$ cat config.mk
export PLATFORM = sky130hd
export DESIGN_NAME = pid_channel_scheduler
export DESIGN_NICKNAME = d
export VERILOG_FILES = /design/src/rtl/pid_pkg.sv /design/src/rtl/pid_mac_unit.sv /design/src/rtl/pid_channel_scheduler.sv
export SDC_FILE = /design/constraint.sdc
export NUM_CORES = 2
export LEC_CHECK = 0
export ABC_AREA = 1
export BUFFER_PORTS_ARGS = -buffer_cell sky130_fd_sc_hd__buf_2
export CORE_MARGIN = 4
export CORE_UTILIZATION = 58
export CTS_BUF_LIST = sky130_fd_sc_hd__clkbuf_8
export CTS_CLUSTER_DIAMETER = 200
export CTS_CLUSTER_SIZE = 14
export DETAILED_ROUTE_END_ITERATION = 7
export PLACE_DENSITY_LB_ADDON = 0.08
export RECOVER_POWER = 25
export SYNTH_ARGS = -nofsm -noshare
export SYNTH_HDL_FRONTEND = slang
export SYNTH_SLANG_ARGS = --single-unit
$ cat constraint.sdc
create_clock -name sys_clk -period 7.2 [get_ports sys_clk]
set_clock_uncertainty 0.05 [all_clocks]
set_input_delay 0.36 -clock sys_clk [delete_from_list [all_inputs] [get_ports sys_clk]]
set_output_delay 0.36 -clock sys_clk [all_outputs]
set_load 0.005 [all_outputs]
$ cat src/rtl/pid_pkg.sv
`default_nettype none
// ============================================================================
// Module   : pid_pkg
// Brief    : Shared state encoding, operand-select codes, width helpers and
//            the output clamp used by the PID channel scheduler.
// Revision : 1.0 - initial release
// ============================================================================
package pid_pkg;

    typedef enum logic [2:0] {
        S_IDLE  = 3'd0,
        S_LOAD  = 3'd1,
        S_MUL_P = 3'd2,
        S_MUL_I = 3'd3,
        S_MUL_D = 3'd4,
        S_ACC   = 3'd5,
        S_NEXT  = 3'd6
    } pid_state_t;

    typedef enum logic [1:0] {
        SEL_P = 2'd0,
        SEL_I = 2'd1,
        SEL_D = 2'd2
    } mac_sel_t;

    // Working width of the clamp; must exceed ACC_W + 1 for any legal config.
    localparam int SAT_W = 128;

    function automatic int d1_width(input int val_length);
        return val_length + 1;
    endfunction

    function automatic int d2_width(input int val_length);
        return val_length + 2;
    endfunction

    function automatic int prod_width(input int val_length, input int coef_length);
        return val_length + coef_length + 2;
    endfunction

    function automatic int acc_width(input int val_length, input int coef_length);
        return val_length + coef_length + 4;
    endfunction

    function automatic logic signed [SAT_W-1:0] sat_clamp(
        input logic signed [SAT_W-1:0] value,
        input logic signed [SAT_W-1:0] lo,
        input logic signed [SAT_W-1:0] hi
    );
        if (value > hi) return hi;
        if (value < lo) return lo;
        return value;
    endfunction

endpackage
`default_nettype wire

$ cat src/rtl/pid_mac_unit.sv
`default_nettype none
// ============================================================================
// Module   : pid_mac_unit
// Brief    : Single shared signed multiplier with operand select feeding a
//            wide accumulator (clear has priority over add).
// Revision : 1.0 - initial release
// ============================================================================
module pid_mac_unit
    import pid_pkg::*;
#(
    parameter int VAL_LENGTH  = 32,
    parameter int COEF_LENGTH = 16
) (
    input  logic                                     sys_clk,
    input  logic                                     sys_rst_n,
    input  logic                                     acc_clr,
    input  logic                                     acc_add,
    input  logic [1:0]                               sel,
    input  logic signed [VAL_LENGTH-1:0]             e0,
    input  logic signed [VAL_LENGTH:0]               d1,
    input  logic signed [VAL_LENGTH+1:0]             d2,
    input  logic signed [COEF_LENGTH-1:0]            kp,
    input  logic signed [COEF_LENGTH-1:0]            ki,
    input  logic signed [COEF_LENGTH-1:0]            kd,
    output logic signed [VAL_LENGTH+COEF_LENGTH+3:0] acc
);

    localparam int c_op_w   = d2_width(VAL_LENGTH);
    localparam int c_prod_w = prod_width(VAL_LENGTH, COEF_LENGTH);
    localparam int c_acc_w  = acc_width(VAL_LENGTH, COEF_LENGTH);

    logic signed [c_op_w-1:0]      w_op;
    logic signed [COEF_LENGTH-1:0] w_coef;
    logic signed [c_prod_w-1:0]    w_prod;
    logic signed [c_acc_w-1:0]     r_acc;

    always_comb begin
        w_op   = '0;
        w_coef = '0;
        case (sel)
            SEL_P: begin
                w_op   = c_op_w'(d1);
                w_coef = kp;
            end
            SEL_I: begin
                w_op   = c_op_w'(e0);
                w_coef = ki;
            end
            SEL_D: begin
                w_op   = d2;
                w_coef = kd;
            end
            default: ;
        endcase
    end

    assign w_prod = c_prod_w'(w_op) * c_prod_w'(w_coef);

    always_ff @(posedge sys_clk or negedge sys_rst_n) begin
        if (!sys_rst_n) begin
            r_acc <= '0;
        end else if (acc_clr) begin
            r_acc <= '0;
        end else if (acc_add) begin
            r_acc <= r_acc + c_acc_w'(w_prod);
        end
    end

    assign acc = r_acc;

endmodule
`default_nettype wire

$ cat src/rtl/pid_channel_scheduler.sv
`default_nettype none
// ============================================================================
// Module   : pid_channel_scheduler
// Brief    : Sweeps NUM_CH incremental-PID channels through one shared MAC on
//            every accepted sample strobe, with saturated per-channel outputs.
// Revision : 1.0 - initial release
// ============================================================================
module pid_channel_scheduler
    import pid_pkg::*;
#(
    parameter int NUM_CH      = 4,
    parameter int VAL_LENGTH  = 32,
    parameter int COEF_LENGTH = 16,
    parameter int FRAC_BITS   = 8,
    parameter logic signed [VAL_LENGTH-1:0] OUT_MAX = {1'b0, {(VAL_LENGTH-1){1'b1}}},
    parameter logic signed [VAL_LENGTH-1:0] OUT_MIN = {1'b1, {(VAL_LENGTH-1){1'b0}}}
) (
    input  logic                           sys_clk,
    input  logic                           sys_rst_n,
    input  logic                           start,
    input  logic                           clr,
    input  logic [NUM_CH-1:0]              ch_en,
    input  logic [COEF_LENGTH-1:0]         kp,
    input  logic [COEF_LENGTH-1:0]         ki,
    input  logic [COEF_LENGTH-1:0]         kd,
    input  logic [NUM_CH*VAL_LENGTH-1:0]   target_flat,
    input  logic [NUM_CH*VAL_LENGTH-1:0]   current_flat,
    output logic [NUM_CH*VAL_LENGTH-1:0]   out_flat,
    output logic [NUM_CH-1:0]              out_valid,
    output logic [NUM_CH-1:0]              sat,
    output logic                           busy,
    output logic                           done,
    output logic                           overrun
);

    localparam int c_d1_w  = d1_width(VAL_LENGTH);
    localparam int c_d2_w  = d2_width(VAL_LENGTH);
    localparam int c_acc_w = acc_width(VAL_LENGTH, COEF_LENGTH);
    localparam int c_sum_w = c_acc_w + 1;
    localparam int c_ch_w  = (NUM_CH > 1) ? $clog2(NUM_CH) : 1;
    localparam logic [c_ch_w-1:0] c_last = c_ch_w'(NUM_CH - 1);

    pid_state_t                     r_state;
    logic [c_ch_w-1:0]              r_ch;
    logic signed [VAL_LENGTH-1:0]   r_tgt [NUM_CH];
    logic signed [VAL_LENGTH-1:0]   r_cur [NUM_CH];
    logic signed [VAL_LENGTH-1:0]   r_e1  [NUM_CH];
    logic signed [VAL_LENGTH-1:0]   r_e2  [NUM_CH];
    logic signed [VAL_LENGTH-1:0]   r_u   [NUM_CH];
    logic signed [COEF_LENGTH-1:0]  r_kp;
    logic signed [COEF_LENGTH-1:0]  r_ki;
    logic signed [COEF_LENGTH-1:0]  r_kd;
    logic [NUM_CH-1:0]              r_en;
    logic [NUM_CH-1:0]              r_sat;
    logic [NUM_CH-1:0]              r_valid;
    logic                           r_busy;
    logic                           r_done;
    logic signed [VAL_LENGTH-1:0]   r_e0;
    logic signed [c_d1_w-1:0]       r_d1;
    logic signed [c_d2_w-1:0]       r_d2;

    logic signed [VAL_LENGTH-1:0]   w_e0;
    logic signed [c_d1_w-1:0]       w_d1;
    logic signed [c_d2_w-1:0]       w_d2;
    logic signed [c_acc_w-1:0]      w_acc;
    logic signed [c_acc_w-1:0]      w_du;
    logic signed [c_sum_w-1:0]      w_sum;
    logic signed [SAT_W-1:0]        w_sum_ext;
    logic signed [SAT_W-1:0]        w_sat;
    logic signed [VAL_LENGTH-1:0]   w_u_new;
    logic                           w_clamped;
    logic                           w_acc_clr;
    logic                           w_acc_add;
    logic [1:0]                     w_sel;

    assign w_e0 = r_tgt[r_ch] - r_cur[r_ch];
    assign w_d1 = c_d1_w'(w_e0) - c_d1_w'(r_e1[r_ch]);
    assign w_d2 = c_d2_w'(w_e0) - (c_d2_w'(r_e1[r_ch]) <<< 1) + c_d2_w'(r_e2[r_ch]);

    // Floor division of the fixed-point sum; u + du is kept at full width so
    // the clamp sees the true value before truncation.
    assign w_du      = w_acc >>> FRAC_BITS;
    assign w_sum     = c_sum_w'(w_du) + c_sum_w'(r_u[r_ch]);
    assign w_sum_ext = SAT_W'(w_sum);
    assign w_sat     = sat_clamp(w_sum_ext, SAT_W'(OUT_MIN), SAT_W'(OUT_MAX));
    assign w_clamped = (w_sat != w_sum_ext);
    assign w_u_new   = w_sat[VAL_LENGTH-1:0];

    assign w_acc_clr = clr || (r_state == S_LOAD);
    assign w_acc_add = (r_state == S_MUL_P) || (r_state == S_MUL_I) || (r_state == S_MUL_D);

    always_comb begin
        w_sel = SEL_P;
        case (r_state)
            S_MUL_I: w_sel = SEL_I;
            S_MUL_D: w_sel = SEL_D;
            default: w_sel = SEL_P;
        endcase
    end

    pid_mac_unit #(
        .VAL_LENGTH  (VAL_LENGTH),
        .COEF_LENGTH (COEF_LENGTH)
    ) u_mac (
        .sys_clk   (sys_clk),
        .sys_rst_n (sys_rst_n),
        .acc_clr   (w_acc_clr),
        .acc_add   (w_acc_add),
        .sel       (w_sel),
        .e0        (r_e0),
        .d1        (r_d1),
        .d2        (r_d2),
        .kp        (r_kp),
        .ki        (r_ki),
        .kd        (r_kd),
        .acc       (w_acc)
    );

    always_ff @(posedge sys_clk or negedge sys_rst_n) begin
        if (!sys_rst_n) begin
            r_state <= S_IDLE;
            r_ch    <= '0;
            r_kp    <= '0;
            r_ki    <= '0;
            r_kd    <= '0;
            r_en    <= '0;
            r_sat   <= '0;
            r_valid <= '0;
            r_busy  <= 1'b0;
            r_done  <= 1'b0;
            r_e0    <= '0;
            r_d1    <= '0;
            r_d2    <= '0;
            for (int i = 0; i < NUM_CH; i++) begin
                r_tgt[i] <= '0;
                r_cur[i] <= '0;
                r_e1[i]  <= '0;
                r_e2[i]  <= '0;
                r_u[i]   <= '0;
            end
        end else if (clr) begin
            r_state <= S_IDLE;
            r_ch    <= '0;
            r_sat   <= '0;
            r_valid <= '0;
            r_busy  <= 1'b0;
            r_done  <= 1'b0;
            for (int i = 0; i < NUM_CH; i++) begin
                r_e1[i] <= '0;
                r_e2[i] <= '0;
                r_u[i]  <= '0;
            end
        end else begin
            r_valid <= '0;
            r_done  <= 1'b0;
            case (r_state)
                S_IDLE: begin
                    if (start) begin
                        for (int i = 0; i < NUM_CH; i++) begin
                            r_tgt[i] <= target_flat[i*VAL_LENGTH +: VAL_LENGTH];
                            r_cur[i] <= current_flat[i*VAL_LENGTH +: VAL_LENGTH];
                        end
                        r_kp    <= kp;
                        r_ki    <= ki;
                        r_kd    <= kd;
                        r_en    <= ch_en;
                        r_ch    <= '0;
                        r_busy  <= 1'b1;
                        r_state <= S_LOAD;
                    end
                end
                S_LOAD: begin
                    if (!r_en[r_ch]) begin
                        r_done  <= (r_ch == c_last);
                        r_state <= S_NEXT;
                    end else begin
                        r_e0    <= w_e0;
                        r_d1    <= w_d1;
                        r_d2    <= w_d2;
                        r_state <= S_MUL_P;
                    end
                end
                S_MUL_P: r_state <= S_MUL_I;
                S_MUL_I: r_state <= S_MUL_D;
                S_MUL_D: r_state <= S_ACC;
                S_ACC: begin
                    r_u[r_ch]     <= w_u_new;
                    r_sat[r_ch]   <= w_clamped;
                    r_e2[r_ch]    <= r_e1[r_ch];
                    r_e1[r_ch]    <= r_e0;
                    r_valid[r_ch] <= 1'b1;
                    // done is raised one cycle early so it lands in the NEXT cycle
                    r_done        <= (r_ch == c_last);
                    r_state       <= S_NEXT;
                end
                S_NEXT: begin
                    if (r_ch == c_last) begin
                        r_busy  <= 1'b0;
                        r_state <= S_IDLE;
                    end else begin
                        r_ch    <= r_ch + c_ch_w'(1);
                        r_state <= S_LOAD;
                    end
                end
                default: r_state <= S_IDLE;
            endcase
        end
    end

    generate
        for (genvar gi = 0; gi < NUM_CH; gi++) begin : g_pack
            assign out_flat[gi*VAL_LENGTH +: VAL_LENGTH] = r_u[gi];
        end
    endgenerate

    assign out_valid = r_valid;
    assign sat       = r_sat;
    assign busy      = r_busy;
    assign done      = r_done;
    assign overrun   = start && !clr && (r_state != S_IDLE);

endmodule
`default_nettype wire
==> impl_summary.txt <==
----------------------------------------------------
[Run status]
  Run status ... finished, violations left
  Violated checks ... capacitance limit, slew limit, setup timing

[Detailed routing]
  Number of nets with antenna violations after routing ... 0
  Number of vias in the routed layout ... 61374
  Count of unresolved DRC violations after routing ... 0
  Drt initial violations ... between 6000 and 7000
  Via count normalized by instance count ... approximately 5.9
  First-pass iteration count of the detailed router ... 8
  Per-cell routed wire length ... between 20 and 25 um
  Routed wire length ... about 240000 um

[Place]
  Half-perimeter wire length of the detailed placement result ... 178000 um
  Last weighted congestion value of the routability-driven placer ... 0.968
  Buffers added on ports ... 450

[Final layout]
  Share of post-route cells with drive strength above 1 ... 16.9%
  Most common cell after layout, fill and taps aside ... sky130_fd_sc_hd__nand2_1
  Most frequent cells in the layout ... sky130_fd_sc_hd__nand2_1, sky130_fd_sc_hd__inv_1, sky130_fd_sc_hd__dfrtp_1, sky130_fd_sc_hd__nor2_1, sky130_fd_sc_hd__o21ai_0
  Layout-stage area growth over the synthesis result ... 18.7%
  Total of fill cells in the finished design ... 9139
  Area occupied by registers ... 21500 um^2
  Final standard cell utilization of the core ... between 60% and 70%
  Net count, final ... ~10000
  Area of the multi-input gates ... between 40000 and 50000 um^2

[STA]
  Final number of max-transition violations ... a little over 500
  Final setup margin ... -0.0120 ns
  Setup TNS ... -0.0120 ns
  Slew Limit Headroom ... -253%
  # setup viols final ... 1
  Max Fclk ... 0.139 GHz
  Final cycle utilization of the critical path ... 100%
  Final hold violations ... 0
  Setup repair after global routing missed its margin ... true
  Min Clock Period, post-route ... between 7 and 8 ns
  Worst-Margin Slew ... between 5 and 6 ns

[Yosys]
  Library cell occupying the most area in the post-synthesis netlist ... sky130_fd_sc_hd__dfrtp_1
  Portion of the post-synthesis area used by sequential elements ... between 30% and 40%
  Proportion of synthesized flip-flops having asynchronous set or reset ... between 90% and 100%
  Distinct cells, synth ... 54
  Count of flip-flops with a built-in enable after synthesis ... 0
  Fraction of synthesized cell area taken by the top area cell type ... 32.2%
  Synthesized area per cell ... between 8 and 9 um^2
  Top flip-flop cell by instance count after synthesis ... sky130_fd_sc_hd__dfrtp_1
  Area contributors post-synth ... sky130_fd_sc_hd__dfrtp_1, sky130_fd_sc_hd__fa_1, sky130_fd_sc_hd__nand2_1
  Syn Inst Count ... 7940
  Area of the mapped netlist ... 66600 um^2
  Synthesized netlist net count ... 9145
  Number of synthesized register bits ... around 860
  Ys Warns ... 0

[Clocking]
  Insertion delay to the later sink of the worst-skew pair ... between 0.7 and 0.8 ns
  Clock sinks ... about 860
  Deepest clock path buffer count ... 3
  Master cell of the clock root buffer ... sky130_fd_sc_hd__clkbuf_8
  Count of H-tree levels built during CTS ... 3
  Clock slew at reported path FFs ... ~0.14 ns
  CTS tree ... done
  TritonCTS Buffers ... between 70 and 80

[Global route]
  Initial antenna violation count ... 35
  Sum of overflow across all layers after global routing ... 0
  Vias in the first global route ... around 62000
  Global-route wire length before repair ... 371000 um
  GR Util All Layers ... 39.9%
  Maximum number of pins on one net before global-route repair ... 177

[Worst setup path]
  Worst EP required ... between 7 and 8 ns
  Path type of the worst setup path ... reg2reg
  Kind of end point of the critical path ... flip-flop
  Category of the worst setup path launch point ... flip-flop
  Most frequent CP cell ... sky130_fd_sc_hd__fa_1
  WP data arrival ... a little under 8 ns
  Largest driver fanout on the critical path ... 14
  Slowest stage delay, CP ... ~0.55 ns
  Cell family with the largest share of critical-path delay ... adder cells
  Worst-path cell with the longest stage delay ... sky130_fd_sc_hd__fa_1
  Buffers & Inverters on Critical Path ... 10

[Die]
  Die H ... roughly 350 um
  Floorplan Core Area ... 114000 um^2
  Placement row count ... between 100 and 150
  Die Span X ... roughly 350 um
  Starting utilization of the core area ... between 50 and 60%
  Ports placed on the boundary ... about 450
  Die area ... ~120000 um^2

[Run]
  Maxcap violations ... 5

[Min path]
  Class of the most critical hold timing path ... in2async

----------------------------------------------------
[sequential cells by signal, summed over array words and instances, names as in the netlist, 4 cells and up]
signal,cells
out_valid,4
r_d1,33
r_tgt,128
r_e0,32
u_mac.acc,52
r_cur,128
r_kd,16
r_en,4
sat,4
r_e2,128
r_kp,16
r_d2,34
out_flat,128
r_ki,16
r_e1,128
[repair_timing]
action | 4_1_cts | 5_1_grt
buffers inserted | 3 | 32
setup endpoints to repair | 28 | 33
hold buffers | 311 | 0
gates resized for setup | 41 | 225
pin swaps | 5 | 54
endpoints found under the hold margin | 402 | 0
gates cloned | 1 | 5
[cells in the mapped netlist (all sizes together), types with 12 or more instances]
cell	n
a21o	17
a21oi	421
a31oi	23
a32o	35
buf	69
clkbuf	253
dfrtp	858
fa	610
ha	283
inv	1150
mux2	278
nand2	1807
nand3	145
nand4	26
nor2	820
nor3	37
nor4	16
o211ai	17
o21a	12
o21ai	657
o21bai	17
o22ai	201
or2	33
xnor2	33
xor2	61
[routing by layer]
metal / up-vias / track usage, % / wire length, um
met5: - / 0 / 69
met4: 10 / 17.8 / 13600
met3: 728 / 9.24 / 25500
met2: 3323 / 61.8 / 109000
met1: 30146 / 54.1 / 96100
li1: 27167 / - / -
[cell type report]
class / instances / area share, %
Multi-Input combinational cell: 5601 / 51.3
Inverter: 1159 / 5.56
Clock buffer: 73 / 1.27
Clock inverter: 7 / 0.104
Sequential cell: 858 / 27.2
Antenna cell: 37 / 0.117
Tap cell: 1512 / 2.39
Timing Repair Buffer: 1229 / 12.1
[worst paths after layout]
kind / startpoint / to / slack, ns / cells past startpoint
hold reg to reg: r_e2[76] / r_e2[76] / 0.44 / 2
hold / removal: sys_rst_n / r_e1[3] / 0.12 / 2
min in group sys_clk: current_flat[4] / r_cur[100] / 0.29 / 3
max in group asynchronous: sys_rst_n / r_tgt[59] / 1.39 / 3
setup reg to reg: r_state[1] / u_mac.acc[44] / -0.01 / 34
setup / recovery: r_state[1] / u_mac.acc[44] / -0.01 / 34
[worst register-to-register path: cells and delay by family (launching register included)]
family | cells | cell delay, ns
AOI/OAI and AO/OA | 7 | 1.37
adders and majority gates | 7 | 3.20
buffers and inverters | 10 | 1.22
DFF | 1 | 0.44
and+or+nand+nor | 10 | 0.94
[metrics by stage]
| step | cell area (um^2) | hold WS, ns | instances | setup slack [ns] |
|---|---|---|---|---|
| after detailed placement | 73400 | 0.387 | 10007 | -0.366 |
| after global routing | 79000 | 0.189 | 10461 | -0.254 |
| after CTS | 77800 | 0.157 | 10402 | -0.0588 |
| after floorplan | 66600 | 0.0144 | 7940 | 0.393 |
| after global placement | 73400 | 0.389 | 10007 | -0.374 |
| final | 79100 | 0.125 | 10476 | -0.0120 |
[cell families (layout without fill, tap and decap cells)]
group	Yosys count	count (layout)	share of synthesized area, %
XOR/XNOR	94	94	1.26
AO/OA/AOI/OAI	1438	1438	12.1
AND/OR/NAND/NOR	2898	2898	17.6
buffers and inverters	1481	2468	8.51
flip-flops	858	858	32.2
other	0	37	0
adder cells (fa/ha/maj)	893	893	23.6
multiplexers	278	278	4.70
Power is not shown: default switching activity piles up to over one toggle a cycle in this logic, so the estimate is an artifact.
